### src/rtl/uart_pkg.sv
// -----------------------------------------------------------------------------
// uart_pkg
// Definitions shared by the UART transmit and receive blocks:
//   - clks_per_bit(): rounded clock-cycles-per-bit divider
//   - uart_state_e:   bit-level framing states (IDLE, START, DATA, STOP)
//   - DATA_BITS / STOP_BITS: 8N1 frame constants
// -----------------------------------------------------------------------------
package uart_pkg;

  localparam int unsigned DATA_BITS = 8;
  localparam int unsigned STOP_BITS = 1;

  typedef enum logic [1:0] {
    IDLE,
    START,
    DATA,
    STOP
  } uart_state_e;

  // round(clk_freq / baud), computed in 64 bits so the half-baud rounding
  // term cannot overflow for large clock frequencies.
  function automatic int clks_per_bit(input int unsigned clk_freq,
                                      input int unsigned baud);
    longint unsigned f;
    longint unsigned b;
    f = longint'(clk_freq);
    b = longint'(baud);
    return int'((f + b / 2) / b);
  endfunction

endpackage

### src/rtl/uart_byte_tx.sv
// -----------------------------------------------------------------------------
// uart_byte_tx
// Frames a single byte as 8N1 (start, 8 data bits LSB first, stop).
// Ports:
//   clk      system clock
//   rst      synchronous active-high reset
//   valid_i  byte offered on data_i
//   data_i   byte to frame, captured when valid_i && ready_o
//   ready_o  high when a byte can be taken this cycle: while idle, or in the
//            final cycle of a stop bit so the next start bit follows with no gap
//   tx_o     registered serial line, idle high
// -----------------------------------------------------------------------------
module uart_byte_tx
  import uart_pkg::*;
#(
  parameter int CLKS_PER_BIT = 868
) (
  input  logic       clk,
  input  logic       rst,
  input  logic       valid_i,
  input  logic [7:0] data_i,
  output logic       ready_o,
  output logic       tx_o
);

  localparam int BAUD_W = $clog2(CLKS_PER_BIT);

  uart_state_e       state_q;
  logic [BAUD_W-1:0] baud_q;
  logic [2:0]        bit_q;
  logic [7:0]        data_q;
  logic              tx_q;
  logic              baud_last;

  assign baud_last = (baud_q == BAUD_W'(CLKS_PER_BIT - 1));
  assign ready_o   = (state_q == IDLE) || ((state_q == STOP) && baud_last);
  assign tx_o      = tx_q;

  // The baud counter restarts from zero on every state or bit transition,
  // so each bit lasts exactly CLKS_PER_BIT cycles.
  always_ff @(posedge clk) begin
    if (rst) begin
      state_q <= IDLE;
      baud_q  <= '0;
      bit_q   <= '0;
      data_q  <= '0;
      tx_q    <= 1'b1;
    end else begin
      case (state_q)
        IDLE: begin
          tx_q <= 1'b1;
          if (valid_i) begin
            data_q  <= data_i;
            baud_q  <= '0;
            tx_q    <= 1'b0;
            state_q <= START;
          end
        end
        START: begin
          if (baud_last) begin
            baud_q  <= '0;
            bit_q   <= '0;
            tx_q    <= data_q[0];
            state_q <= DATA;
          end else begin
            baud_q <= baud_q + BAUD_W'(1);
          end
        end
        DATA: begin
          if (baud_last) begin
            baud_q <= '0;
            if (bit_q == 3'(DATA_BITS - 1)) begin
              tx_q    <= 1'b1;
              state_q <= STOP;
            end else begin
              // data_q[0] always holds the bit on the line; shift to expose the next.
              bit_q  <= bit_q + 3'd1;
              tx_q   <= data_q[1];
              data_q <= {1'b0, data_q[7:1]};
            end
          end else begin
            baud_q <= baud_q + BAUD_W'(1);
          end
        end
        STOP: begin
          if (baud_last) begin
            baud_q <= '0;
            if (valid_i) begin
              data_q  <= data_i;
              tx_q    <= 1'b0;
              state_q <= START;
            end else begin
              tx_q    <= 1'b1;
              state_q <= IDLE;
            end
          end else begin
            baud_q <= baud_q + BAUD_W'(1);
          end
        end
        default: begin
          tx_q    <= 1'b1;
          state_q <= IDLE;
        end
      endcase
    end
  end

endmodule

### src/rtl/digest_uart_tx.sv
// -----------------------------------------------------------------------------
// digest_uart_tx
// Sends a NUM_BYTES-wide result word over an 8N1 UART, most-significant byte
// first, with no idle gap between bytes.
// Ports:
//   clk      system clock
//   rst      synchronous active-high reset
//   data_in  word to send, sampled only in the accept cycle
//   send     start request, accepted when busy is low
//   TxD      serial line, idle high (registered)
//   busy     high from the cycle after accept until the message completes
//   done     one-cycle pulse after the final stop bit (registered)
// -----------------------------------------------------------------------------
module digest_uart_tx
  import uart_pkg::*;
#(
  parameter int unsigned CLK_FREQ  = 100_000_000,
  parameter int unsigned BAUD      = 115200,
  parameter int unsigned NUM_BYTES = 32
) (
  input  logic                   clk,
  input  logic                   rst,
  input  logic [NUM_BYTES*8-1:0] data_in,
  input  logic                   send,
  output logic                   TxD,
  output logic                   busy,
  output logic                   done
);

  localparam int DATA_W = NUM_BYTES * 8;
  localparam int CPB    = clks_per_bit(CLK_FREQ, BAUD);
  localparam int CNT_W  = (NUM_BYTES > 1) ? $clog2(NUM_BYTES) : 1;

  if (CPB < 2) begin : g_cpb_check
    $error("digest_uart_tx: CLKS_PER_BIT must be at least 2");
  end

  logic [DATA_W-1:0] shift_q, shift_d, shifted;
  logic [CNT_W-1:0]  byte_cnt_q, byte_cnt_d;
  logic              busy_q, busy_d;
  logic              done_q, done_d;
  logic              accept, last_byte;
  logic              byte_valid, byte_ready;
  logic [7:0]        byte_data;

  assign accept    = send && !busy_q;
  assign last_byte = (byte_cnt_q == CNT_W'(NUM_BYTES - 1));
  assign shifted   = shift_q << 8;

  // The byte framer hands over the next byte on the same edge that ends the
  // previous stop bit, so the following byte comes from the post-shift word.
  always_comb begin
    shift_d    = shift_q;
    byte_cnt_d = byte_cnt_q;
    busy_d     = busy_q;
    done_d     = 1'b0;
    byte_valid = 1'b0;
    byte_data  = shifted[DATA_W-1 -: 8];
    if (accept) begin
      shift_d    = data_in;
      byte_cnt_d = '0;
      busy_d     = 1'b1;
      byte_valid = 1'b1;
      byte_data  = data_in[DATA_W-1 -: 8];
    end else if (busy_q && byte_ready) begin
      if (last_byte) begin
        busy_d = 1'b0;
        done_d = 1'b1;
      end else begin
        byte_valid = 1'b1;
        shift_d    = shifted;
        byte_cnt_d = byte_cnt_q + CNT_W'(1);
      end
    end
  end

  always_ff @(posedge clk) begin
    if (rst) begin
      shift_q    <= '0;
      byte_cnt_q <= '0;
      busy_q     <= 1'b0;
      done_q     <= 1'b0;
    end else begin
      shift_q    <= shift_d;
      byte_cnt_q <= byte_cnt_d;
      busy_q     <= busy_d;
      done_q     <= done_d;
    end
  end

  uart_byte_tx #(
    .CLKS_PER_BIT(CPB)
  ) u_byte_tx (
    .clk    (clk),
    .rst    (rst),
    .valid_i(byte_valid),
    .data_i (byte_data),
    .ready_o(byte_ready),
    .tx_o   (TxD)
  );

  assign busy = busy_q;
  assign done = done_q;

endmodule

### config.mk
export PLATFORM = sky130hd
export DESIGN_NAME = digest_uart_tx
export DESIGN_NICKNAME = d
export VERILOG_FILES = /design/src/rtl/uart_pkg.sv /design/src/rtl/uart_byte_tx.sv /design/src/rtl/digest_uart_tx.sv
export SDC_FILE = /design/constraint.sdc
export NUM_CORES = 1
export LEC_CHECK = 0
export BUFFER_PORTS_ARGS = -buffer_cell sky130_fd_sc_hd__buf_4
export CORE_UTILIZATION = 45
export DETAILED_ROUTE_END_ITERATION = 6
export PLACE_DENSITY = 0.63
export RECOVER_POWER = 50
export SYNTH_ARGS = -nofsm -noshare
export SYNTH_HDL_FRONTEND = slang
export SYNTH_HIERARCHICAL = 1
export SYNTH_SLANG_ARGS = --single-unit
### constraint.sdc
create_clock -name clk -period 5.5 [get_ports clk]
set_input_delay 0.55 -clock clk [delete_from_list [all_inputs] [get_ports clk]]
set_output_delay 0.55 -clock clk [all_outputs]
set_load 0.02 [all_outputs]
Word level (Yosys, flattened, before mapping)
Index checks and enable logic that the tools add are counted.

cells by class
  eq/ne operators = 13
  add/sub/neg operators = 3
  muxes and demuxes = 36
  bitwise gates (word level) = 2
  reductions and logical operators = 20

operator list
  operator                 number
  $mux W248                3
  $mux W8                  5
  $pmux W8 S3              1
  $mux W10                 2
  $pmux W10 S2             1
  $mux W1                  13
  $add A10 B1 Y10 const B  1
  $eq A10 B10 Y1 const B   1
  $mux W2                  5
  $mux W3                  3
  $ne A2 B1 Y1 const B     4
  $pmux W2 S4              1
  $reduce_and A4 Y1        2
  $ne A2 B2 Y1 const B     3
  $pmux W3 S2              1
  $reduce_and A2 Y1        3
  $reduce_bool A2 Y1       3
  $reduce_or A3 Y1         2
  $add A5 B1 Y5 const B    1
  $eq A5 B5 Y1 const B     1
  $reduce_and A5 Y1        1
  $eq A2 B2 Y1 const B     2
  $pmux W1 S4              1
  $add A3 B1 Y3 const B    1
  10 further kinds         13

storage, ports and cells
  logic and storage cells = 83
  output and inout bits = 3
  flip-flop bits (word level) = 279
  input port bits = 259

Depth between registers and ports, before layout
  depth after elaboration = 9
  mapped depth = 12
  depth with buffers taken out = 9

Cells and area by module
Netlist, hierarchy kept.

by module, submodules not included
  module          seq. area each (µm²)  times used  area an instance (µm²)  cells each
  digest_uart_tx  5104.9                1           12409.4                 1434
  uart_byte_tx    480.5                 1           1376.3                  149

Least setup slack after synthesis
Ideal clock, no wire load.

  kind = register -> register
  start = reg u_byte_tx.baud_q[0]
  end = reg u_byte_tx.state_q[0]
  setup time = 0.088 ns
  cell stages (with the launch flop) = 13
  data required time = 5.412 ns
  clock period less this slack = 2.670 ns
  buffers on the path = 3
  arrival = 2.582 ns
  path slack = 2.830 ns
  cell sequence = dfxtp_1 -> ha_1 -> and4b_1 -> a41o_1 -> nand3b_1 -> buf_2 -> buf_1 -> nand2_1 -> nand2b_1 -> clkbuf_1 -> nand2_1 -> o31a_1 -> a311oi_2

on the way
  cells in the longest elaborated chain, start to end = 9
  elaborated cells between the ends (all ways) = 14
  those cells by class = 5 x eq/ne; 5 x mux; 4 x reduce/logical

RTL lines
  what                     line                  text
  from (decl)              uart_byte_tx.sv:29    logic [BAUD_W-1:0] baud_q;
  from (signal assigned)   uart_byte_tx.sv:66    baud_q <= baud_q + BAUD_W'(1);
  from (signal assigned)   uart_byte_tx.sv:82    baud_q <= baud_q + BAUD_W'(1);
  from (signal assigned)   uart_byte_tx.sv:97    baud_q <= baud_q + BAUD_W'(1);
  $eq A10 B10 Y1 (*)       uart_byte_tx.sv:35    assign baud_last = (baud_q == BAUD_W'(CLKS_PER_BIT - 1));
  $logic_and A1 B1 Y1 (*)  uart_byte_tx.sv:36    assign ready_o = (state_q == IDLE) || ((state_q == STOP) && baud_last);
  $logic_or A1 B1 Y1 (*)   uart_byte_tx.sv:36
  net byte_ready           digest_uart_tx.sv:43  logic byte_valid, byte_ready;
  $logic_and A1 B1 Y1 (*)  digest_uart_tx.sv:65  end else if (busy_q && byte_ready) begin
  $mux W1 (*)              digest_uart_tx.sv:65
  $mux W1 (*)              digest_uart_tx.sv:59  if (accept) begin
  net byte_valid           digest_uart_tx.sv:43
  $mux W1                  uart_byte_tx.sv:88    if (valid_i) begin
  $mux W2                  uart_byte_tx.sv:86    if (baud_last) begin
  $pmux W2 S4              uart_byte_tx.sv:49    case (state_q)
  to (signal assigned)     uart_byte_tx.sv:56    state_q <= START;
  to (signal assigned)     uart_byte_tx.sv:91    state_q <= START;
  to (signal assigned)     uart_byte_tx.sv:94    state_q <= IDLE;
  to (decl)                uart_byte_tx.sv:28    uart_state_e state_q;

Mark *: on every way through the listed nets, which the timed path passes. The rest lies on a longest branch. The select of a mux whose other input is x is not followed.
A chain may end at the register's enable or synchronous reset.

Worst setup path in the final report
  start = reg busy_q (netlist: busy)
  end = reg u_byte_tx.data_q[5]

on the way
  cells in the longest elaborated chain, start to end = 6
  elaborated cells between the ends (all ways) = 9
  those cells by class = 6 x mux; 3 x reduce/logical

RTL lines
  what                     line                                    text
  from (decl)              digest_uart_tx.sv:40                    logic busy_q, busy_d;
  from (signal assigned)   digest_uart_tx.sv:86                    busy_q <= busy_d;
  $logic_not A1 Y1 (*)     digest_uart_tx.sv:46                    assign accept = send && !busy_q;
  $logic_and A1 B1 Y1 (*)  digest_uart_tx.sv:46
  $mux W8 (*)              digest_uart_tx.sv:59
  net byte_data[5]         digest_uart_tx.sv:44                    logic [7:0] byte_data;
  $mux W8 (*)              uart_byte_tx.sv:52, uart_byte_tx.sv:88
  $mux W8                  uart_byte_tx.sv:86
  $pmux W8 S3 (*)          uart_byte_tx.sv:49
  to (signal assigned)     uart_byte_tx.sv:53                      data_q <= data_i;
  to (signal assigned)     uart_byte_tx.sv:79                      data_q <= {1'b0, data_q[7:1]};
  to (signal assigned)     uart_byte_tx.sv:89                      data_q <= data_i;
  to (decl)                uart_byte_tx.sv:31                      logic [7:0] data_q;

Marks and branches as above.

==> reports/qor.yml <==
cts_post_setup_buffers_inserted: 0
grt_use_total_pct: 21.12
routed_via_density: 5.409
hold_violations: 0
cell_area_after_synthesis_um2: 13790
number_of_buffers_inserted_by_hold_repair_at_cts: 0
report.final.setup_viol: 0
floorplan_die_area_um2: 31340
maximum_number_of_pins_on_one_net_before_global_route_repair: 255
synth_cell_types: 48
rsz0062_at_grt: "no"
layout.cell_area.non_filler_um2: 16320
synth_enable_flop_cells: 0
dp_hpwl_um: 21270
cts_num_sinks: 279
initialDrtViolationCount: 889
maxSlewHeadroom_pct: -83.87
io_pins: 262
crit_type: "reg2reg"
drt_drc_violations_left: 0
drt-total-wl_um: 34390
via_count_of_the_first_global_routing_pass: 11138
grt.overflow.total: 0
via_count: 11624
netlist_top_cells_area: "sky130_fd_sc_hd__dfxtp_1, sky130_fd_sc_hd__a211oi_2, sky130_fd_sc_hd__nand2_1"
whs_path_depth: 3
detail_route.first_pass.iterations: 4
power_density_nw_per_um2: 362.7
post_route_cells_drive_above_1_share_pct: 32.06
worst_r2r_startpoint: "busy"
ant_nets: 0
worstPathRequired_ns: 5.96
min_path_type: "in2reg"
port_buf_inserts: 261
clockBufferDepth: 3
row_count: 63
die_height_um: 177.0
yosys_warnings: 6
clockRootBuffer: "sky130_fd_sc_hd__clkbuf_16"
syn_area_per_cell_um2: 8.709
synthMostInstantiatedCell: "sky130_fd_sc_hd__nand2_1"
setup_tns_ns: 0
period_minus_slack_ns: 3.811
clk_transition_reported_paths_ns: 0.06
gp_routability_congestion: 0.7715
post_cts.resized_instances: 0
critPathMaxFanout: 35
synth_sequential_area_ratio_pct: 40.52
cts.htree.levels: 1
initial_antenna_violation_count: 0
timing_max_transition_violations_final: 92
critical_path_origin: "busy"
yosys.area.top_type_share_pct: 40.52
timing.critical_path.to_type: "flip-flop"
postPlaceCellArea_um2: 15520
clk_latency_ns: 0.56
achievable-frequency_mhz: 262.4
register_to_register_path_depth: 6
most_used_dff_post_synth: "sky130_fd_sc_hd__dfxtp_1"
post_synth_most_frequent_cells: "sky130_fd_sc_hd__nand2_1, sky130_fd_sc_hd__dfxtp_1, sky130_fd_sc_hd__nor2_1"
synth_largest_area_cell: "sky130_fd_sc_hd__dfxtp_1"
synth.ff_latch_count: 279
maxCapViolations: 2
areaGrowthSynthToFinish_pct: 18.36
worstMarginPinSlew_ns: 2.752
cts_tree: "built"
syn-num-nets: 1853
cts_buffers: 31
netlist_instances: 1583
vdd_ir_drop_max_mv: 0.3813
violations: "capacitance limit, slew limit"
wl_per_cell_um: 16.00
critPathLaunchType: "flip-flop"
outcome: "complete, but fails checks"
n_antenna_cell: 0
fp.coreArea_um2: 29870
clock_skew_ns: 0.01900
hp-start: "data_in[4]"
post-route-period-util_pct: 69.28
starting_density_pct: 46.14
cp_data_arrival_time_ns: 4.27
grt_first_pass_wirelength_um: 55390
die_w_um: 177.0
finalNetCount: 2007
leakagePower_nw: 6.196
ys_async_sr_fraction_pct: 0
## registers in the layout, summed over array words and instances, names as in the netlist, 2 cells and up
name,flops
byte_cnt_q,5
shift_q,248
u_byte_tx/baud_q,10
u_byte_tx/bit_q,3
u_byte_tx/data_q,8
u_byte_tx/state_q,2
## worst max-delay path: stages, from the launching register on
cell and delay [ns]:
sky130_fd_sc_hd__dfxtp_1 0.40, sky130_fd_sc_hd__nor2b_1 2.05, sky130_fd_sc_hd__buf_4 0.67, sky130_fd_sc_hd__nand2_1 0.10
sky130_fd_sc_hd__nand2_1 0.10, sky130_fd_sc_hd__mux2i_1 0.08, sky130_fd_sc_hd__a311oi_1 0.29
## worst paths after layout
| path | end | slack (ns) |
|---|---|---|
| setup / recovery | u_byte_tx/data_q[5] | 1.69 |
| setup reg to reg | u_byte_tx/data_q[5] | 1.69 |
| hold reg to reg | shift_q[11] | 0.46 |
| hold / removal | shift_q[4] | 0.24 |
## power by group
part	internal, mW	switching (mW)	total, mW
Sequential	2.26	0.149	2.41
Combinational	0.560	0.915	1.48
Clock	1.21	0.819	2.03
## through the flow
stage          cells  power, mW  util [%]  setup WS, ns  hold WS [ns]
6_report        2149      5.918     54.62         1.689        0.2428
5_1_grt         2149      6.224     54.62         1.191        0.2346
4_1_cts         2149      6.010     55.29         2.436        0.2157
3_5_place_dp    2094      3.968     51.94         2.459        0.4498
3_3_place_gp    2094      3.941     51.94         2.526        0.4472
2_1_floorplan   1583      3.672         -         2.830        0.4371
## cell families (layout without fill, tap and decap cells)
group                      after synthesis  in the layout  share of synthesized area, %
DFF                                    279            279                         40.52
buffers and inverters                  153            329                         6.653
adders and majority gates               11             11                        0.9984
and+or+nand+nor                        590            590                         17.06
AOI/OAI and AO/OA                      535            535                         33.75
xor gates and xnor gates                 8              8                        0.5083
muxes                                    7              7                        0.5083
## cells in the final DEF, fill, tap and decap left out, drive strengths merged, types with 2 or more instances in the layout
cell type | netlist | routed
or3 | 5 | 5
nor2 | 250 | 250
dfxtp | 279 | 279
o31a | 2 | 2
nand4 | 4 | 4
clkbuf | 61 | 52
a21oi | 269 | 269
and2 | 5 | 5
inv | 3 | 4
buf | 89 | 268
nor3b | 2 | 2
nand3b | 2 | 2
a311oi | 9 | 9
xor2 | 6 | 6
ha | 11 | 11
xnor2 | 2 | 2
clkinv | 0 | 4
mux2i | 7 | 7
nand2 | 285 | 285
a211oi | 241 | 241
o21ai | 5 | 5
nand2b | 11 | 11
nor2b | 3 | 3
nand3 | 16 | 16
## area by class of cell
type                       instances  area [µm²]
tap                              390       488.0
inverter                           3       11.26
clock inverter                     6       58.81
clock buffer                      49       943.4
fill                            2855       13560
multi-input combinational       1151        7112
timing repair buffer             271        2118
sequential                       279        5585
## routing by layer
| metal | GRT usage, % | vias to the layer above | wire (µm) |
|---|---|---|---|
| met5 | 0 | - | 0 |
| met3 | 3.028 | 42 | 1575 |
| met4 | 4.885 | 0 | 581 |
| met1 | 29.76 | 5487 | 16340 |
| li1 | - | 5828 | - |
| met2 | 33.85 | 267 | 15900 |
(Power assumes the default switching activity.)
